--- config.mk ---
export PLATFORM = sky130hd
export DESIGN_NAME = fp_sqrt
export DESIGN_NICKNAME = d
export VERILOG_FILES = /design/src/rtl/fp_sqrt.sv
export SDC_FILE = /design/constraint.sdc
export NUM_CORES = 1
export LEC_CHECK = 0
export ABC_CLOCK_PERIOD_IN_PS = 5500
export CAP_MARGIN = 20
export CORE_MARGIN = 5
export CORE_UTILIZATION = 52
export CTS_CLUSTER_DIAMETER = 150
export DETAILED_ROUTE_END_ITERATION = 7
export PLACE_DENSITY = 0.81
export SETUP_SLACK_MARGIN = 0.15
export SLEW_MARGIN = 20
export SYNTH_ARGS = -nofsm -noshare
export SYNTH_HDL_FRONTEND = slang
export SYNTH_SLANG_ARGS = --single-unit
--- constraint.sdc ---
create_clock -name clk -period 5.5 [get_ports clk]
set_clock_uncertainty 0.1 [all_clocks]
set_input_delay 1.1 -clock clk [delete_from_list [all_inputs] [get_ports clk]]
set_output_delay 1.1 -clock clk [all_outputs]
set_load 0.01 [all_outputs]
--- src/rtl/fp_sqrt.sv ---
// fp_sqrt: multi-cycle truncating IEEE-754 square root on an unpacked operand,
// one restoring digit-by-digit root bit per CALC cycle.
module fp_sqrt (
  input  logic        clk,
  input  logic        rst,
  input  logic [52:0] in_mantisa,
  input  logic [10:0] in_exp,
  input  logic        in_sign,
  input  logic        in_type,
  input  logic [2:0]  in_flags,
  input  logic        start,
  output logic [52:0] out_mantisa,
  output logic [10:0] out_exp,
  output logic        out_sign,
  output logic        ready
);
  typedef enum logic [1:0] {IDLE, CALC, DONE} state_t;
  state_t state, state_nx;
  logic [5:0] cnt;
  logic [105:0] rad;
  logic [53:0] rem;
  logic [52:0] root;
  logic [10:0] norm_exp;
  logic typ, sgn;
  logic [2:0] flg;
  logic fire, last, ge, is_nan, is_inf, is_zero;
  logic signed [11:0] e;
  logic [11:0] bias, half_exp;
  logic [55:0] rem_sh, trial;
  logic [10:0] ones;
  logic [52:0] norm_m;
  assign fire = start && state != CALC;
  assign last = state == CALC && cnt == 6'd53;
  always_comb begin
    state_nx = state;
    if (fire) state_nx = CALC;
    else if (last) state_nx = DONE;
  end
  always_ff @(posedge clk) begin
    if (!rst) state <= IDLE;
    else state <= state_nx;
  end
  assign bias = in_type ? 12'd1023 : 12'd127;
  assign e = $signed({1'b0, in_type ? in_exp : {3'b0, in_exp[7:0]}} - bias);
  assign half_exp = 12'(e >>> 1) + bias;
  assign rem_sh = {rem, rad[105:104]};
  assign trial = {1'b0, root, 2'b01};
  assign ge = rem_sh >= trial;
  // class priority: NaN pattern, then infinity, then zero, then normal
  assign is_nan = flg == 3'b000 || (flg[0] ? sgn : (!flg[1] && sgn));
  assign is_inf = flg[0] && !sgn;
  assign is_zero = !flg[0] && flg[1];
  assign ones = typ ? 11'h7FF : 11'h0FF;
  assign norm_m = typ ? root : {root[52:29], 29'b0};
  always_ff @(posedge clk) begin
    if (!rst) begin
      out_mantisa <= '0;
      out_exp <= '0;
      out_sign <= 1'b0;
      ready <= 1'b0;
      cnt <= '0;
    end else if (fire) begin
      ready <= 1'b0;
      cnt <= '0;
      rem <= '0;
      root <= '0;
      rad <= e[0] ? {in_mantisa, 53'b0} : {1'b0, in_mantisa, 52'b0};
      typ <= in_type;
      sgn <= in_sign;
      flg <= in_flags;
      norm_exp <= in_type ? half_exp[10:0] : {3'b0, half_exp[7:0]};
    end else if (state == CALC) begin
      if (cnt != 6'd53) begin
        rem <= ge ? 54'(rem_sh - trial) : rem_sh[53:0];
        root <= {root[51:0], ge};
        rad <= rad << 2;
        cnt <= cnt + 6'd1;
      end else begin
        out_mantisa <= is_nan ? 53'h18000000000000 : (is_inf || is_zero) ? 53'd0 : norm_m;
        out_exp <= (is_nan || is_inf) ? ones : is_zero ? 11'd0 : norm_exp;
        out_sign <= is_zero && sgn;
        ready <= 1'b1;
      end
    end
  end
endmodule

Word level (Yosys, flattened, before mapping)
Index checks and enable logic that the tools add are counted.
W data, S select, Z words.
- divide/modulo/power cells: 0
- reductions and logical operators: 22
- bitwise logic cells: 3
- equality and inequality tests: 4
- shift operators: 0
- order comparisons: 1
- add/sub/neg operators: 4
- muxes and demuxes: 20
- multiply operators: 0
- operators with widths (kind ; count):
    $mux W106 ; 4
    $mux W53 ; 4
    $mux W54 ; 3
    $ge A56 B55 Y1 ; 1
    $sub A54 B54 Y54 ; 1
    $mux W11 ; 4
    $mux W29 ; 1
    $sub A11 B10 Y12 ; 1
    $add A11 B11 Y11 ; 1
    $mux W10 ; 1
    $add A6 B1 Y6 const B ; 1
    $eq A6 B6 Y1 const B ; 1
    $logic_and A1 B1 Y1 ; 6
    $ne A6 B6 Y1 const B ; 1
    $reduce_and A2 Y1 ; 3
    $reduce_and A3 Y1 ; 2
    $reduce_bool A2 Y1 ; 3
    $logic_not A1 Y1 ; 3
    $logic_not A3 Y1 ; 1
    $logic_or A1 B1 Y1 ; 3
    $mux W1 ; 3
    $not A1 Y1 ; 3
    $eq A2 B1 Y1 const B ; 1
    $ne A2 B1 Y1 const B ; 1
    $reduce_or A2 Y1 ; 1
- bits in latches: 0
- memories: 0
- bits of input ports: 72
- logic and storage cells: 69
- register bits: 303
- memory bits (writable): 0
- output and inout bits: 66
- memory bits (read-only): 0

Logic depth before layout (Yosys ltp)
Gate-level depths: netlist of the first run.
- depth after elaboration: 6
- mapped depth: 14
- mapped depth without buffers: 12

Worst setup path after synthesis of the first run
Ideal clock, no wire load.
- path kind: input-to-reg
- start: input start
- end: register rad[100] (enable)
- stages: 3
- library setup time: 0.535 ns
- arrival: 5.145 ns
- required time: 4.865 ns
- slack: -0.280 ns
- buffers on the path: 1
- cells stage by stage: and2_1 clkbuf_1 o21a_1
- longest elaborated chain between the ends: 3
- elaborated cells between the ends (all ways): 4
- those cells by class: reduce/logical: 4
- RTL lines (item ; RTL line ; source):
    from (decl) ; 11 ; input logic start,
    $logic_and A1 B1 Y1 * ; 32 ; assign fire = start && state != CALC;
    $reduce_bool A2 Y1 (no source line) ; -- ;
    $reduce_and A3 Y1 (no source line) * ; -- ;
    to (signal assigned) ; 67 ; rad <= e[0] ? {in_mantisa, 53'b0} : {1'b0, in_mantisa, 52'b0};
    to (signal assigned) ; 76 ; rad <= rad << 2;
    to (decl) ; 20 ; logic [105:0] rad;
Every way passes the cells marked *; elsewhere a longest branch is shown, timed or not.
A chain may end at the register's enable or synchronous reset.

Worst setup path in the final report of the first run
- start: register rem[0]
- end: register rem[40] (data pin)
- longest elaborated chain between the ends: 4
- elaborated cells between the ends (all ways): 5
- those cells by class: add/sub: 1; order compare: 1; mux: 3
- RTL lines (item ; RTL line ; source):
    from (decl) ; 21 ; logic [53:0] rem;
    from (signal assigned) ; 74 ; rem <= ge ? 54'(rem_sh - trial) : rem_sh[53:0];
    $sub A54 B54 Y54 / $ge A56 B55 Y1 (equally long branches) ; 74, 48 ;
    $mux W54 * ; 74 ;
    $mux W54 * ; 73 ; if (cnt != 6'd53) begin
    $mux W54 * ; 72 ; end else if (state == CALC) begin
Every way passes the cells marked *; elsewhere a longest branch is shown, timed or not. The select of a mux whose other input is x is not followed.

==> impl_metrics.tcl, run 1 <==
set metrics [dict create \
    status "finished clean" \
    tightest_slew_ps 1010 \
    synth_cells 1422 \
    hold_start "out_mantisa[2]$_SDFFE_PN0P_" \
    final_cell_mix "edfxtp_1, nand2_1, clkdlybuf4s50_1, a21oi_1, nor2_1" \
    top_usage_layer "met2" \
    grt_use_met1_pct 27.0 \
    core.rowCount 59 \
    max_freq_mhz 243 \
    synth_cell_type_count 70 \
    finalSetupTns_ps 0 \
    fin_crit_ps 4110 \
    power-per-cell-area_nw_per_um2 334 \
    clkSinkCount 250 \
    async_reset_ff_share_pct 0 \
    rr_endpoint "rem[40]$_SDFFCE_PP0P_" \
    critPathLaunchType "register" \
    insertion_delay_ps 540 \
    peakVddDrop_v 0.000211 \
    cts_root_buffer "clkbuf_16" \
    place_inst 1819 \
    p_leak_nw 6.60 \
    endpoint_kind "register" \
    max_cap_violations 0 \
    overflow 0 \
    dr_total_vias 10971 \
    holdBufCountCts 0 \
    place_hpwl_um 22000 \
    gr-usage-met3_pct 3.64 \
    final_common_cell "edfxtp_1" \
    layout-drive-gt1-share_pct 5.41 \
    hold_slack_ps 366 \
    initial_core_util_pct 53.1 \
    antenna_found_initial 0 \
    h-tree-depth 1 \
    cts-resized-gates 0 \
    track_usage_pct 20.3 \
    finalHoldViolCount 0 \
    slew_headroom_pct 32.8 \
    dr.pass1.iters 5 \
    synth-edff-count 177 \
    globalRouteMet2Util_pct 34.5 \
    grt_pass1_vias 10766 \
    gp_congestion 0.932 \
    cts_tree "done" \
    cp.required_ps 5650 \
    nNetsFinal 1650 \
    hold_depth 2 \
    setup_viol 0 \
    dr.first_iter.drc_count 641 \
    r2r_slack_ps 1390 \
    drv_slew 0 \
    synth_area_um2 13900 \
    diodes 0 \
    path_clk_slew_ps 70 \
    r2r_cells 11 \
    grt_max_degree 105 \
    r2r_start "rem[0]$_SDFFCE_PP0P_" \
    rsz0062_at_grt "false" \
    fp.dieW_um 174 \
    die_h_um 174 \
    register_area_um2 6780 \
    die_area_um2 30100 \
    area_growth_pct 17.9 \
    hold_path.class "register to register" \
    holdPathEnd "out_mantisa[2]$_SDFFE_PN0P_" \
    ys_seq_elements 250 \
    grt_pass1_wl_um 52600 \
    totalWireLength_um 31700 \
    drc 0 \
    multi_input_area_um2 6500 \
    worst_ep_arrival_time_ps 4270 \
    fillCellCount 2117 \
    post_cts_buffers 0 \
    core_region_area_um2 26200 \
    crit_type "register to register" \
    synth_nets 1559 \
    fin_cells 1869 \
    num_io_pins 138 \
    utilization_pct 62.6 \
    synth-main-ff-cell "edfxtp_1" \
    ant_nets 0 \
    min_period_over_period_pct 74.8 \
    clock_path_buffers 3 \
    cts_buffers 27 \
    post_drt_wl_per_cell_um 16.9 \
    syn_area_per_cell_um2 9.78 \
    io_buffer_count 137 \
    yosysWarnings 0 \
    seq_area_frac_synth_pct 48.7 \
    avgViaCountPerCell 5.87 \
    cp_max_fo 28 \
]
[flip-flops by register name, indices dropped and copies added (netlist names)]
name / flops
flg: 3
rad: 54
sgn: 1
rem: 54
out_mantisa: 53
cnt: 6
state: 2
norm_exp: 11
out_exp: 11
out_sign: 1
root: 53
typ: 1
[synthesized netlist by cell type, drive strengths merged, types with 37 or more instances]
master | count | area share [%]
edfxtp | 177 | 38
mux2i | 54 | 3.9
nand2 | 176 | 4.7
a22o | 44 | 2.8
dfxtp | 73 | 11
clkbuf | 55 | 1.5
ha | 65 | 5.8
xnor2 | 37 | 2.3
inv | 80 | 2.2
a21oi | 105 | 3.8
nor2 | 104 | 2.8
o21ai | 110 | 4.0
[worst max-delay path by stage]
stage	from	to	slack (ps)
final	rem[0]$_SDFFCE_PP0P_	rem[40]$_SDFFCE_PP0P_	1390
after global routing	root[25]$_SDFFCE_PP0P_	rem[37]$_SDFFCE_PP0P_	1150
after CTS	rem[0]$_SDFFCE_PP0P_	rem[37]$_SDFFCE_PP0P_	1420
after detailed placement	in_type	norm_exp[10]$_SDFFCE_PN0P_	1330
after global placement	in_type	norm_exp[10]$_SDFFCE_PN0P_	1490
after floorplan	start	rad[100]$_DFFE_PP_	1370
[through the flow]
stage          instance area, µm²  setup WS, ps  power [mW]
5_1_grt                     16400          1150        5.75
2_1_floorplan               13900          1370        3.27
3_3_place_gp                15400          1490        3.53
6_report                    16400          1390        5.48
4_1_cts                     16400          1420        5.50
3_5_place_dp                15400          1330        3.57
[critical path, stage by stage (launching register included)]
cell and delay (ps):
edfxtp_1 420, ha_1 380, nor2b_1 170, o31a_1 290
o211a_1 290, o211ai_2 220, a41oi_2 190, a311o_1 450
nand2_1 620, buf_4 450, or2_2 180, a21oi_1 60
[cell families (layout without fill, tap and decap cells)]
family	after synthesis	in the layout	synth area share, %
mux	54	54	3.89
xor+xnor	58	58	3.65
compound gates	406	406	19.2
fa+ha+maj	65	65	5.85
simple gates	426	426	14.0
buf+inv	163	275	4.73
flops	250	250	48.7
[layout make-up]
type / instances / area share [%]
Tap cell: 335 / 2.56
Timing Repair Buffer: 145 / 8.78
Multi-Input combinational cell: 1009 / 39.6
Inverter: 80 / 1.83
Clock buffer: 39 / 5.19
Sequential cell: 250 / 41.3
Clock inverter: 11 / 0.679
[per-layer routing]
layer	part of all wire, %	vias up
li1	-	5331
met1	44	5267
met2	48	318
met3	6.3	55
met4	2.0	0
met5	0	-
[power breakdown]
group	switching, mW	total (mW)	internal [mW]
Sequential	0.0594	2.26	2.20
Clock	0.751	1.92	1.17
Combinational	0.780	1.30	0.515
Total	1.59	5.48	3.89
(Power assumes the default switching activity.)
==> run 2: changes to the inputs <==
- ABC_CLOCK_PERIOD_IN_PS: 5500 -> 3610
- clock period: 5.5 -> 3.61 ns (I/O delays scaled with it)
==> run 2 against run 1 <==
  * Power increased by 52%
  * Combinational power rose by 65%
  * First-iteration DRC count up 31%
  * Global-route usage is 0.37 points higher
  * Utilization is 1.3 points higher
  * Sequential share of layout area fell by 0.81 points
  * Clock-buffer cell count decreased by 4
  * Maximum frequency rose by 22%
  * Hold slack improved by 5.7 ps
  * Wire length increased by 3.7%
  * Largest cell class unchanged
  * Critical endpoint is now rem[38]$_SDFFCE_PP0P_
==> impl_metrics.tcl, run 2 (synthesized netlist as in run 1, its figures left out) <==
set metrics [dict create \
    switching_share_pct 29.9 \
    cp_max_fo 10 \
    critPathLaunchType "register" \
    max_freq_mhz 296 \
    grt_max_degree 64 \
    fin_crit_ps 3380 \
    endpoint_kind "register" \
    holdBufCountCts 0 \
    drc 0 \
    fin_total_pwr_mw 8.30 \
    totalWireLength_um 32800 \
    route.met3.wl_um 2190 \
    tightest_slew_ps 842 \
    dr.first_iter.drc_count 839 \
    grt_pass1_wl_um 53400 \
    max_cap_violations 0 \
    core_region_area_um2 26200 \
    route.top_layer_used "met4" \
    clkSinkCount 250 \
    worst_ep_arrival_time_ps 3610 \
    intPower_mw 5.82 \
    fp.dieW_um 174 \
    die_area_um2 30100 \
    overflow 0 \
    insertion_delay_ps 540 \
    cts_buffers 27 \
    path_clk_slew_ps 60 \
    combPwrFrac_pct 25.8 \
    fin_cells 1903 \
    post_drt_wl_per_cell_um 17.2 \
    layout-drive-gt1-share_pct 8.48 \
    wl_met2_um 15600 \
    core.rowCount 59 \
    avgViaCountPerCell 5.86 \
    dr_total_vias 11148 \
    clock_path_buffers 3 \
    place_hpwl_um 23200 \
    slew_headroom_pct 43.9 \
    io_buffer_count 137 \
    dr.pass1.iters 8 \
    final_cell_mix "edfxtp_1, nand2_1, clkdlybuf4s50_1, nor2_1, a21oi_1" \
    initial_core_util_pct 53.1 \
    nNetsFinal 1685 \
    grt_pass1_vias 10993 \
    setup_viol 0 \
    peakVddDrop_v 0.000276 \
    die_h_um 174 \
    antenna_found_initial 0 \
    cts_tree "done" \
    num_io_pins 138 \
    power.switching_mw 2.48 \
    power.share.clock_pct 32.8 \
    area_growth_pct 20.2 \
    rsz0062_at_grt "true" \
    h-tree-depth 1 \
    place_inst 1849 \
    power-per-cell-area_nw_per_um2 496 \
    drv_slew 0 \
    final_common_cell "edfxtp_1" \
    crit_type "register to register" \
    r2r_slack_ps 230 \
    hold_slack_ps 371 \
    hold_path.class "register to register" \
    status "finished clean" \
    min_period_over_period_pct 93.6 \
    finalHoldViolCount 0 \
    p_leak_nw 6.76 \
    cp.required_ps 3840 \
    cts_root_buffer "clkbuf_16" \
    track_usage_pct 20.7 \
    diodes 0 \
    ant_nets 0 \
    utilization_pct 63.8 \
    finalSetupTns_ps 0 \
    gp_congestion 0.944 \
    p_seq_share_pct 41.5 \
    drt-met1-wl_um 14200 \
    reg_top3 "rad: 54 flops, rem: 54 flops" \
]
-- run 2: cell count changes in the layout (fill, tap and decap cells not counted), moves of 2 or more --
cell / before / now
a2111oi_0: 2 / 0
a211oi_1: 8 / 6
a211oi_2: 6 / 8
a21oi_1: 105 / 103
a21oi_2: 0 / 2
and2_2: 1 / 3
buf_12: 1 / 7
buf_4: 7 / 34
clkbuf_1: 4 / 1
clkbuf_16: 32 / 27
clkbuf_8: 2 / 7
clkinv_4: 0 / 2
ha_1: 65 / 61
ha_2: 0 / 4
-- run 2: per-layer routing --
| metal | track usage, % | vias up |
|---|---|---|
| met5 | 0 | - |
| met4 | 5.65 | 0 |
| met3 | 3.40 | 62 |
| met2 | 34.9 | 380 |
| met1 | 27.7 | 5309 |
| li1 | - | 5397 |
-- run 2: power groups by stage --
stage | Clock, mW | Combinational [mW] | Sequential, mW
4_1_cts | 2.76 | 2.06 | 3.44
3_5_place_dp | 0 | 2.05 | 3.50
3_3_place_gp | 0 | 2.00 | 3.49
5_1_grt | 2.89 | 2.36 | 3.46
2_1_floorplan | 0 | 1.51 | 3.47
6_report | 2.72 | 2.14 | 3.44
-- run 2: worst max-delay path: stages (launching register included) --
cell and delay [ps]:
edfxtp_1 410, ha_1 370, nor2b_1 160, o31a_1 280, o211a_1 290, o211ai_2 210, a41oi_2 170, a311o_1 430
and2_4 260, and4b_1 200, a211oi_1 290
-- run 2: final cells by class --
class                      count  area, µm²
sequential                   250       6780
fill                        2102       9480
tap                          335        419
clock buffer                  35        776
timing repair buffer         178       1760
multi-input combinational   1011       6580
inverter                      80        300
clock inverter                14        108
-- run 2: worst paths after layout --
| check | depth (start not counted) | endpoint | from |
|---|---|---|---|
| setup reg to reg | 10 | rem[38]$_SDFFCE_PP0P_ | rem[0]$_SDFFCE_PP0P_ |
| setup / recovery | 10 | rem[38]$_SDFFCE_PP0P_ | rem[0]$_SDFFCE_PP0P_ |
| hold reg to reg | 2 | out_mantisa[1]$_SDFFE_PN0P_ | out_mantisa[1]$_SDFFE_PN0P_ |
| hold / removal | 2 | out_mantisa[1]$_SDFFE_PN0P_ | out_mantisa[1]$_SDFFE_PN0P_ |
-- run 2: repair_timing --
item	in CTS	in global routing
endpoints found under the setup margin	5	52
endpoints found under the hold margin	0	0
pin swaps	1	6
setup buffers	0	3
gates resized for setup	1	17
cloned	0	2
-- run 2: through the flow --
step           instance area (µm²)  setup WS (ps)
2_1_floorplan                13900            517
3_3_place_gp                 15700            261
3_5_place_dp                 15700            151
4_1_cts                      16600            136
5_1_grt                      16700           28.1
6_report                     16700            230
==> run 3: changes to the inputs <==
- TNS_END_PERCENT: unset -> 100
==> results of run 3 <==
Same layout as run 2: the final DEF is identical, and so are final timing and power.
